**src/rtl/spi_exe_pkg.sv**
```systemverilog
// Shared SPI execution unit definitions: bit-tracker state encoding and default frame length.
package spi_exe_pkg;

  typedef enum logic [1:0] {
    IDLE = 2'd0,
    RUN  = 2'd1,
    DONE = 2'd2
  } spi_bit_state_t;

  localparam int SPI_FRAME_LEN = 8;

endpackage

```
**src/rtl/spi_bit_onehot_tracker.sv**
```systemverilog
// One-hot bit-position tracker for one SPI frame; every output is a flop or a flop decode.
// Build option: define SPI_BIT_MSB_FIRST_EN to start at bit LEN-1 and rotate toward bit 0.
module spi_bit_onehot_tracker
  import spi_exe_pkg::*;
#(
  parameter int LEN = SPI_FRAME_LEN
) (
  input  logic           i_clk,
  input  logic           i_rst,
  input  logic           i_start,
  input  logic           i_shift_en,
  input  logic           i_abort,
  output logic [LEN-1:0] o_onehot,
  output logic           o_busy,
  output logic           o_last,
  output logic           o_done,
  output logic           o_err
);

  localparam logic [LEN-1:0] LSB_POS = {{(LEN-1){1'b0}}, 1'b1};
  localparam logic [LEN-1:0] MSB_POS = {1'b1, {(LEN-1){1'b0}}};

`ifdef SPI_BIT_MSB_FIRST_EN
  localparam logic [LEN-1:0] FIRST_POS = MSB_POS;
  localparam logic [LEN-1:0] LAST_POS  = LSB_POS;
`else
  localparam logic [LEN-1:0] FIRST_POS = LSB_POS;
  localparam logic [LEN-1:0] LAST_POS  = MSB_POS;
`endif

  spi_bit_state_t state_q, state_d;
  logic [LEN-1:0] token_q, token_d;
  logic           last_q, last_d;
  logic           err_q, err_set;

  function automatic logic [LEN-1:0] rotate(input logic [LEN-1:0] v);
`ifdef SPI_BIT_MSB_FIRST_EN
    return {v[0], v[LEN-1:1]};
`else
    return {v[LEN-2:0], v[LEN-1]};
`endif
  endfunction

  // Integrity check runs independently of abort so a corrupted token is always reported.
  assign err_set = (state_q == RUN) && !$onehot(token_q);

  always_comb begin
    state_d = state_q;
    token_d = '0;
    if (i_abort) begin
      state_d = IDLE;
    end else begin
      case (state_q)
        IDLE: begin
          if (i_start) begin
            state_d = RUN;
            token_d = FIRST_POS;
          end
        end
        RUN: begin
          if (err_set) begin
            state_d = IDLE;
          end else if (i_shift_en) begin
            if (token_q == LAST_POS) begin
              state_d = DONE;
            end else begin
              token_d = rotate(token_q);
            end
          end else begin
            token_d = token_q;
          end
        end
        DONE: begin
          if (i_start) begin
            state_d = RUN;
            token_d = FIRST_POS;
          end else begin
            state_d = IDLE;
          end
        end
        default: state_d = IDLE;
      endcase
    end
    last_d = (state_d == RUN) && (token_d == LAST_POS);
  end

  always_ff @(posedge i_clk or posedge i_rst) begin
    if (i_rst) begin
      state_q <= IDLE;
      token_q <= '0;
      last_q  <= 1'b0;
      err_q   <= 1'b0;
    end else begin
      state_q <= state_d;
      token_q <= token_d;
      last_q  <= last_d;
      if (err_set) err_q <= 1'b1;
    end
  end

  assign o_onehot = token_q;
  assign o_busy   = (state_q == RUN);
  assign o_last   = last_q;
  assign o_done   = (state_q == DONE);
  assign o_err    = err_q;

endmodule

```
**config.mk**
```make
export PLATFORM = sky130hd
export DESIGN_NAME = spi_bit_onehot_tracker
export DESIGN_NICKNAME = d
export VERILOG_FILES = /design/src/rtl/spi_exe_pkg.sv /design/src/rtl/spi_bit_onehot_tracker.sv
export SDC_FILE = /design/constraint.sdc
export NUM_CORES = 1
export LEC_CHECK = 0
export CELL_PAD_IN_SITES_DETAIL_PLACEMENT = 1
export CELL_PAD_IN_SITES_GLOBAL_PLACEMENT = 2
export CORE_UTILIZATION = 33
export CTS_BUF_LIST = sky130_fd_sc_hd__clkbuf_8
export DETAILED_ROUTE_END_ITERATION = 16
export PLACE_DENSITY = 0.92
export SLEW_MARGIN = 5
export SYNTH_ARGS = -nofsm -noshare
export SYNTH_HDL_FRONTEND = slang
export SYNTH_SLANG_ARGS = --single-unit
```
**constraint.sdc**
```tcl
create_clock -name i_clk -period 7 [get_ports i_clk]
set_clock_uncertainty 0.05 [all_clocks]
set_input_delay 0.7 -clock i_clk [delete_from_list [all_inputs] [get_ports i_clk]]
set_output_delay 0.7 -clock i_clk [all_outputs]
set_load 0.02 [all_outputs]
```
### Yosys cells after proc, flatten, opt, wreduce, memory -nomap -nowiden

Cells that the tools add are included.

| operators by class | value |
|---|---|
| $add $sub $neg | 7 |
| multipliers | 0 |
| div/mod/pow operators | 0 |
| magnitude comparators | 0 |
| equal/unequal tests | 6 |
| shift operators | 0 |
| multiplexer cells | 13 |
| bitwise gates (word level) | 0 |
| reductions and logical operators | 5 |

Operators by type and width:

| operator | number |
|---|---|
| $mux W8 | 4 |
| $eq A8 B8 Y1 const B | 2 |
| $pmux W8 S2 | 1 |
| $mux W2 | 5 |
| $add A1 B1 Y2 | 4 |
| $add A2 B2 Y3 | 2 |
| $pmux W2 S3 | 1 |
| $add A3 B3 Y4 | 1 |
| $eq A2 B1 Y1 const B | 2 |
| $eq A4 B1 Y1 const B | 1 |
| $eq A2 B2 Y1 const B | 1 |
| $logic_and A1 B1 Y1 | 2 |
| $logic_not A2 Y1 | 1 |
| $mux W1 | 2 |
| $reduce_or A2 Y1 | 1 |
| $logic_not A1 Y1 | 1 |

| word-level totals | value |
|---|---|
| bits in registers | 12 |
| latch bits | 0 |
| bits in writable memories | 0 |
| memory bits (read-only) | 0 |
| bits of input ports | 5 |
| output and inout bits | 12 |
| memories | 0 |

### Depth between registers and ports, before layout

Gate-level depths: netlist of the first run.

| logic depth | value |
|---|---|
| depth after elaboration | 11 |
| mapped depth | 13 |

### Worst setup path before layout of the first run

No wires, ideal clock.

| path | value |
|---|---|
| path type | reg-to-reg |
| start point | register token_q[0] (netlist: o_onehot[0]) |
| end point | register state_q[1] |
| arrival | 3,408 ps |
| slack | 3,437 ps |
| cell stages (with the launch flop) | 14 |
| path buffers | 1 |
| path through | dfrtp_1 inv_1 fa_1 fa_1 fa_1 inv_1 ha_1 inv_1 fa_1 nor3b_2 a22o_2 nand4_2 buf_6 nor4b_1 |

| on the way | value |
|---|---|
| longest elaborated chain between the ends | 9 |
| elaborated cells on any way between the ends | 12 |
| those cells by class | add/sub (3); eq/ne (2); mux (5); reduce/logical (2) |

RTL lines:

| element | line | RTL |
|---|---|---|
| start: declaration | spi_bit_onehot_tracker.sv:32 | `logic [LEN-1:0] token_q, token_d;` |
| start signal: assignment | spi_bit_onehot_tracker.sv:95 | `token_q <= token_d;` |
| $add A1 B1 Y2 (implied by the code) | spi_bit_onehot_tracker.sv:45 | `assign err_set = (state_q == RUN) && !$onehot(token_q);` |
| $add A2 B2 Y3 (implied by the code) | spi_bit_onehot_tracker.sv:45 |  |
| $add A3 B3 Y4 (implied by the code) | spi_bit_onehot_tracker.sv:45 |  |
| $eq A4 B1 Y1 | spi_bit_onehot_tracker.sv:45 |  |
| $logic_not A1 Y1 | spi_bit_onehot_tracker.sv:45 |  |
| $logic_and A1 B1 Y1 | spi_bit_onehot_tracker.sv:45 |  |
| $mux W2 (*) | spi_bit_onehot_tracker.sv:61 | `if (err_set) begin` |
| $pmux W2 S3 (*) | spi_bit_onehot_tracker.sv:53 | `case (state_q)` |
| $mux W2 (*) | spi_bit_onehot_tracker.sv:50 | `if (i_abort) begin` |
| net state_d[1] | spi_bit_onehot_tracker.sv:31 | `spi_bit_state_t state_q, state_d;` |
| end signal: assignment | spi_bit_onehot_tracker.sv:94 | `state_q <= state_d;` |
| end: declaration | spi_bit_onehot_tracker.sv:31 |  |

The timed path passes the listed nets; every way through them passes the cells marked *.
A chain may end at the register's enable or synchronous reset.

### Worst setup path after layout of the first run

Same ends and word-level chain as after synthesis.

==> flow_metrics.env, run 1 <==
export IMPL_hold_class="reg -> reg"
export IMPL_worstSetupEndpointType="register"
export IMPL_synth_nets=89
export IMPL_required_ns=7.09
export IMPL_via_per_inst=4.82
export IMPL_dieArea_um2=2600
export IMPL_maxCapViolCount=0
export IMPL_worstSetupPathType="reg -> reg"
export IMPL_start_kind="register"
export IMPL_die_h_um=51.0
export IMPL_area_growth_syn_to_layout_pct=29.5
export IMPL_ys_seq_area_frac=0.379
export IMPL_port_buffers=16
export IMPL_track_usage=0.165
export IMPL_io_pins=17
export IMPL_setup_tns_ns=0
export IMPL_antenna_found_initial=0
export IMPL_status="complete, no violations"
export IMPL_path_clk_slew_ns=0.06
export IMPL_insertion_delay_ns=0.25
export IMPL_synth_area_leader_cell="dfrtp_1"
export IMPL_drc=0
export IMPL_setup_slack_ns=3.20
export IMPL_critical_path_max_fanout=11
export IMPL_slew_violations=0
export IMPL_cellPowerDensity_nw_per_um2=160
export IMPL_core_um2=2230
export IMPL_overflow=0
export IMPL_ff2ff_setup_slack_ns=3.20
export IMPL_cts_tree="yes"
export IMPL_fillers=258
export IMPL_fp_dieW_um=51.0
export IMPL_ir_drop_mv=0.122
export IMPL_fin_cells=122
export IMPL_htreeDepth=1
export IMPL_clock_sinks=12
export IMPL_reg2reg_to="state_q[1]"
export IMPL_period_minus_slack_ns=3.80
export IMPL_layout_drive_gt1_share=0.117
export IMPL_grt_max_degree=14
export IMPL_cts_resized=0
export IMPL_grt_pass1_wl_mm=3.01
export IMPL_synth_cell_type_count=29
export IMPL_relSlewSlack=0.610
export IMPL_avgSynthCellArea_um2=10.4
export IMPL_grt_pass1_vias=625
export IMPL_min_to="o_err"
export IMPL_synthArstFlopShare=1.00
export IMPL_ant_nets=0
export IMPL_netlist_area_um2=792
export IMPL_setup_viol=0
export IMPL_vias=588
export IMPL_gp_congestion=0.737
export IMPL_worstHoldStart="o_err"
export IMPL_ys_dominant_reg_cell="dfrtp_1"
export IMPL_multi_input_area_um2=415
export IMPL_postCtsSetupRepairBufs=0
export IMPL_root_buffer="clkbuf_8"
export IMPL_dp_slack_ns=3.20
export IMPL_cp_arrival_ns=3.89
export IMPL_period_share=0.543
export IMPL_yosysTopAreaCellShare=0.379
export IMPL_floorplan_initialDensity=0.355
export IMPL_yosysWarnings=0
export IMPL_final_seq_area_um2=300
export IMPL_fmaxAchievable_mhz=263
export IMPL_reg2regPathDepth=12
export IMPL_diodes=0
export IMPL_final_util=0.459
export IMPL_leakage_nw=0.444
export IMPL_hold_depth=1
export IMPL_first_pass_iters=4
export IMPL_dp_cells=118
export IMPL_wl_per_cell_um=14.5
export IMPL_syn_instance_count=76
export IMPL_hpwl_mm=1.32
export IMPL_ys_top_cells_by_area="dfrtp_1 38%, fa_1 10%, mux2i_1 7.6%"
export IMPL_cts_path_max_buffers=2
export IMPL_cts_hold_buf=0
export IMPL_synth_seq_cells=12
export IMPL_final_cell_mix="16 x inv_1, 16 x clkdlybuf4s50_1, 12 x dfrtp_1"
export IMPL_dr_first_iter_drc_count=4
export IMPL_total_power_uw=164
export IMPL_num_nets_final=108
export IMPL_rsz0062_at_grt="false"
export IMPL_totalWireLength_mm=1.77
export IMPL_rows=17
export IMPL_synth_edf_count=0
export IMPL_reg2reg_from="o_onehot[0]"
export IMPL_cts_buffers=3
export IMPL_hold_viol_final=0
export IMPL_worst_pin_slew_ns=0.583
## cell usage after synthesis, types with 2 or more instances
| library cell | instances |
|---|---|
| mux2i_1 | 6 |
| nor2b_1 | 2 |
| a21o_1 | 2 |
| inv_1 | 16 |
| dfrtp_1 | 12 |
| o31ai_1 | 2 |
| fa_1 | 4 |
| nor2_1 | 5 |
| nand3_1 | 2 |
| ha_1 | 4 |
| nand2_1 | 3 |
## kinds of logic after synthesis
logic type	after synthesis	synth area share
and+or+nand+nor	22	0.183
buffers and inverters	18	0.0964
DFF	12	0.379
AOI/OAI and AO/OA	10	0.101
adders and majority gates	8	0.164
muxes	6	0.0758
## stage by stage
step | hold WS, ns | instance area, µm²
after global placement | 0.390 | 971
after floorplan | 0.512 | 792
final | 0.423 | 1030
after detailed placement | 0.417 | 971
after global routing | 0.461 | 1030
after CTS | 0.429 | 1030
## per-layer routing
layer	GRT usage	share of wire
met2	0.248	0.47
met4	0.0833	0.019
met1	0.225	0.47
met5	0	0
met3	0.0298	0.043
## state kept, by name (all words and copies together) (netlist names)
register,flops
o_onehot,8
state_q,2
o_err,1
o_last,1
## final cells by class
class / count / share of cell area
Timing Repair Buffer: 16 / 0.156
Clock buffer: 4 / 0.0537
Sequential cell: 12 / 0.293
Tap cell: 28 / 0.0341
Inverter: 16 / 0.0585
Multi-Input combinational cell: 46 / 0.405
## how the worst max path moves through the flow
stage / from / to / slack (ns) / cells after the start
after floorplan: o_onehot[0] / state_q[1] / 3.44 / 13
after global placement: o_onehot[0] / state_q[1] / 3.31 / 12
after detailed placement: o_onehot[0] / state_q[1] / 3.20 / 12
after CTS: o_onehot[0] / state_q[1] / 3.15 / 12
after global routing: o_onehot[0] / state_q[1] / 2.93 / 12
final: o_onehot[0] / state_q[1] / 3.20 / 12
## power breakdown
group	internal [mW]	switching, mW
Clock	0.0498	0.0288
Sequential	0.0702	0.00118
Combinational	0.00664	0.00754
Total	0.127	0.0375
## critical path: stages, from the launching register on
cell	delay, ns
dfrtp_1	0.45
inv_1	0.11
fa_1	0.56
fa_1	0.43
fa_1	0.43
inv_1	0.07
ha_1	0.16
inv_1	0.06
fa_1	0.39
nor3b_2	0.19
a22o_2	0.17
nand4_2	0.28
nor4b_1	0.33
(Power assumes the default switching activity.)
==> run 2, diff against run 1 <==
--- a/config.mk
+++ b/config.mk
@@ -7,10 +7,10 @@
 export LEC_CHECK = 0
 export CELL_PAD_IN_SITES_DETAIL_PLACEMENT = 1
 export CELL_PAD_IN_SITES_GLOBAL_PLACEMENT = 2
-export CORE_UTILIZATION = 33
+export CORE_UTILIZATION = 32
 export CTS_BUF_LIST = sky130_fd_sc_hd__clkbuf_8
 export DETAILED_ROUTE_END_ITERATION = 16
-export PLACE_DENSITY = 0.92
+export PLACE_DENSITY = 0.9
 export SLEW_MARGIN = 5
 export SYNTH_ARGS = -nofsm -noshare
 export SYNTH_HDL_FRONTEND = slang
==> constraint.sdc (replaced) <==
create_clock -name i_clk -period 3.9 [get_ports i_clk]
set_clock_uncertainty 0.05 [all_clocks]
set_input_delay 0.39 -clock i_clk [delete_from_list [all_inputs] [get_ports i_clk]]
set_output_delay 0.39 -clock i_clk [all_outputs]
set_load 0.02 [all_outputs]
==> flow_metrics.env, run 2 (same netlist as run 1, synthesis figures left out) <==
export IMPL_hold_class="in -> async"
export IMPL_antenna_found_initial=0
export IMPL_totalWireLength_mm=1.94
export IMPL_relSlewSlack=0.612
export IMPL_rows=17
export IMPL_place_area_um2=986
export IMPL_finalInstanceArea_um2=1060
export IMPL_cts_tree="yes"
export IMPL_hpwl_mm=1.46
export IMPL_fillers=262
export IMPL_num_nets_final=110
export IMPL_cp_top_family="adder cells"
export IMPL_required_ns=4.00
export IMPL_leakage_nw=0.455
export IMPL_status="complete, no violations"
export IMPL_worstSetupPathType="reg -> reg"
export IMPL_die_h_um=51.8
export IMPL_met3_length_um=70
export IMPL_cpMostUsedCell="fa_1"
export IMPL_cp_arrival_ns=3.75
export IMPL_ant_nets=0
export IMPL_floorplan_initialDensity=0.348
export IMPL_m1WireLength_um=860
export IMPL_final_cell_mix="16 x inv_1, 16 x clkdlybuf4s50_1, 12 x dfrtp_1"
export IMPL_core_um2=2280
export IMPL_slew_violations=0
export IMPL_slowest_stage="fa_1"
export IMPL_top_layer="met4"
export IMPL_setup_tns_ns=0
export IMPL_grt_pass1_vias=686
export IMPL_critical_path_max_fanout=9
export IMPL_setup_viol=0
export IMPL_worstSetupEndpointType="register"
export IMPL_htreeDepth=1
export IMPL_layout_drive_gt1_share=0.146
export IMPL_cts_hold_buf=0
export IMPL_dr_first_iter_drc_count=14
export IMPL_vias=623
export IMPL_track_usage=0.178
export IMPL_period_minus_slack_ns=3.65
export IMPL_via_per_inst=5.02
export IMPL_worst_pin_slew_ns=0.580
export IMPL_diodes=0
export IMPL_path_clk_slew_ns=0.06
export IMPL_port_buffers=16
export IMPL_gp_congestion=0.775
export IMPL_first_pass_iters=4
export IMPL_rsz0062_at_grt="false"
export IMPL_hold_viol_final=0
export IMPL_drc=0
export IMPL_io_pins=17
export IMPL_maxCapViolCount=0
export IMPL_root_buffer="clkbuf_8"
export IMPL_ir_drop_mv=0.154
export IMPL_path_buf_inv=3
export IMPL_clock_sinks=12
export IMPL_grt_max_degree=14
export IMPL_path_cells="inv_1, fa_1, fa_1, fa_1, inv_1, ha_1, inv_1, fa_1, nor3b_2, a22o_2, nand4_4, o31ai_1"
export IMPL_period_share=0.935
export IMPL_area_growth_syn_to_layout_pct=33.3
export IMPL_cts_buffers=3
export IMPL_cpPeakStageDelay_ns=0.56
export IMPL_wl_met2_um=969
export IMPL_overflow=0
export IMPL_start_kind="register"
export IMPL_dieArea_um2=2680
export IMPL_fp_dieW_um=51.8
export IMPL_wl_per_cell_um=15.6
export IMPL_insertion_delay_ns=0.25
export IMPL_fmaxAchievable_mhz=274
export IMPL_largest_reg_flops=8
export IMPL_cellPowerDensity_nw_per_um2=279
export IMPL_cts_path_max_buffers=2
export IMPL_grt_pass1_wl_mm=3.26
-- run 2: routing by layer --
layer,GRT usage,vias up
li1,-,291
met1,0.208,313
met2,0.297,15
met3,0.0380,4
met4,0.108,0
met5,0,-
-- run 2: repair_timing --
item / CTS / global route
gates resized for setup: 0 / 2
hold endpoints to repair: 0 / 0
endpoints found under the setup margin: 0 / 6
buffers inserted: 0 / 0
-- run 2: where the power goes --
group / internal (mW) / switching (mW) / total, mW
clock: 0.0895 / 0.0508 / 0.140
sequential: 0.126 / 0.00186 / 0.128
combinational: 0.0124 / 0.0143 / 0.0267
total: 0.228 / 0.0670 / 0.295
-- run 2: final timing paths --
path                              from           to  slack [ns]  cells after the start
max                        o_onehot[0]  o_onehot[0]        0.25                     12
min                              i_rst   state_q[1]        0.40                      2
max reg2reg                o_onehot[0]  o_onehot[0]        0.25                     12
min reg2reg                      o_err        o_err        0.41                      1
max in group asynchronous        i_rst  o_onehot[3]        3.07                      2
min in group i_clk               o_err        o_err        0.41                      1
-- run 2: area by class of cell --
type,instances,area [µm²],share of cell area
Clock buffer,4,55.1,0.0521
Inverter,16,60.1,0.0569
Multi-Input combinational cell,46,430,0.408
Sequential cell,12,300,0.284
Tap cell,28,35.0,0.0332
Timing Repair Buffer,18,175,0.166
-- run 2: stage by stage --
step / power, mW / hold WS, ns / instances / utilization / setup WS [ns]
CTS: 0.302 / 0.416 / 124 / 0.457 / 0.0705
detailed placement: 0.157 / 0.405 / 120 / 0.433 / 0.0866
global placement: 0.155 / 0.387 / 120 / 0.433 / 0.227
global route: 0.310 / 0.433 / 124 / 0.464 / 0.0304
finish: 0.295 / 0.404 / 124 / 0.464 / 0.253
floorplan: 0.145 / 0.205 / 76 / - / 0.337
==> RTL change: new RTL, flow settings as in run 2 <==
`SPI_FRAME_LEN`: 8 -> 4.
--- a/src/rtl/spi_exe_pkg.sv
+++ b/src/rtl/spi_exe_pkg.sv
@@ -7,7 +7,7 @@
     DONE = 2'd2
   } spi_bit_state_t;
 
-  localparam int SPI_FRAME_LEN = 8;
+  localparam int SPI_FRAME_LEN = 4;
 
 endpackage
 
Interface: changed (resized o_onehot); port bits go from 17 to 13. The function was not compared with the original's and may differ.
==> RTL change against run 2 <==
Combinational power shrank 17%; largest power group unchanged; sequential share of layout area rose by 1.8 points; sequential cell count decreased by 4; via count down 43%; power is 30% lower; setup slack better by 1.3 ns; critical path depth fell by 4; worst hold slack worse by 0.026 ns; wire length shrank 49%; design area is 37% lower; critical path type unchanged; non-clock buffer count shrank 6; critical endpoint is now o_last; area after synthesis decreased by 38%.
==> RTL change: results (changes against run 2) <==
Iteration-0 DRC Markers=0 (-14); final RePlAce weighted congestion=0.688 (-11%); Pre-Repair DR Iteration Count=1 (-3); R2R Setup Slk=1.55 ns (+1.30 ns); Flop pwr share=0.416 (-0.018); Detail Route met2 WL=487 um (-50%); clk slew on worst S/H paths=0.04 ns (-0.02 ns); met1 Use GR=0.166 (-0.0422); met2 GRT Util=0.227 (-0.0700); status=finished clean; routed vias/inst=4.86 (-3.2%); synthesized area per cell=11.2 um2 (+7.8%); Worst R2R End=o_last; share of layout cells above drive strength 1=0.138 (-0.00790); routed wl met3=17 um (-76%); Yosys cell types=21 (-28%); Max Fanout on Critical Path=7 (-2); Rel. slew slack=0.768 (+0.156); largest cells by area after synthesis=dfrtp_1 (41%), ha_1 (7.6%), mux2i_1 (6.1%); Peak VDD IR=0.141 mV (-8.6%); final std cell area, no fill=663 um2 (-37%); number of global-route vias before repair=363 (-47%); crit-path max cell delay=0.54 ns (-0.02 ns); DP Area=622 um2 (-37%); initial core utilization=0.362 (+0.0137); met3 GRT Util=0.0160 (-0.0221); P_comb=22.1 uW (-17%); Non-Filler Instances=73 (-41%); DP Wirelength=831 um (-43%); global-route wire length before repair=1.48 mm (-55%); min cycle time layout=2.35 ns (-1.30 ns)
RTL change: cell types whose count changed in the layout (fill, tap and decap cells not counted), sizes merged, moves of 2 or more:
cell / before / now
buf: 2 / 0
inv: 16 / 6
mux2i: 6 / 3
fa: 4 / 1
nand3: 2 / 0
clkdlybuf4s50: 16 / 12
o31ai: 2 / 0
dfrtp: 12 / 8
RTL change: kinds of logic (layout without fill, tap and decap cells):
group	count (synthesis)	after routing	share of synthesized area
and+or+nand+nor	17	17	0.281
DFF	8	8	0.405
buffers and inverters	7	21	0.0683
AOI/OAI and AO/OA	5	5	0.0684
adders and majority gates	4	4	0.116
muxes	3	3	0.0608
RTL change: layout make-up:
type / count / area (um2) / share of cell area
multi-input combinational: 29 / 260 / 0.392
sequential: 8 / 200 / 0.302
timing repair buffer: 12 / 120 / 0.181
clock buffer: 3 / 41.3 / 0.0623
inverter: 6 / 22.5 / 0.0340
tap: 15 / 18.8 / 0.0283
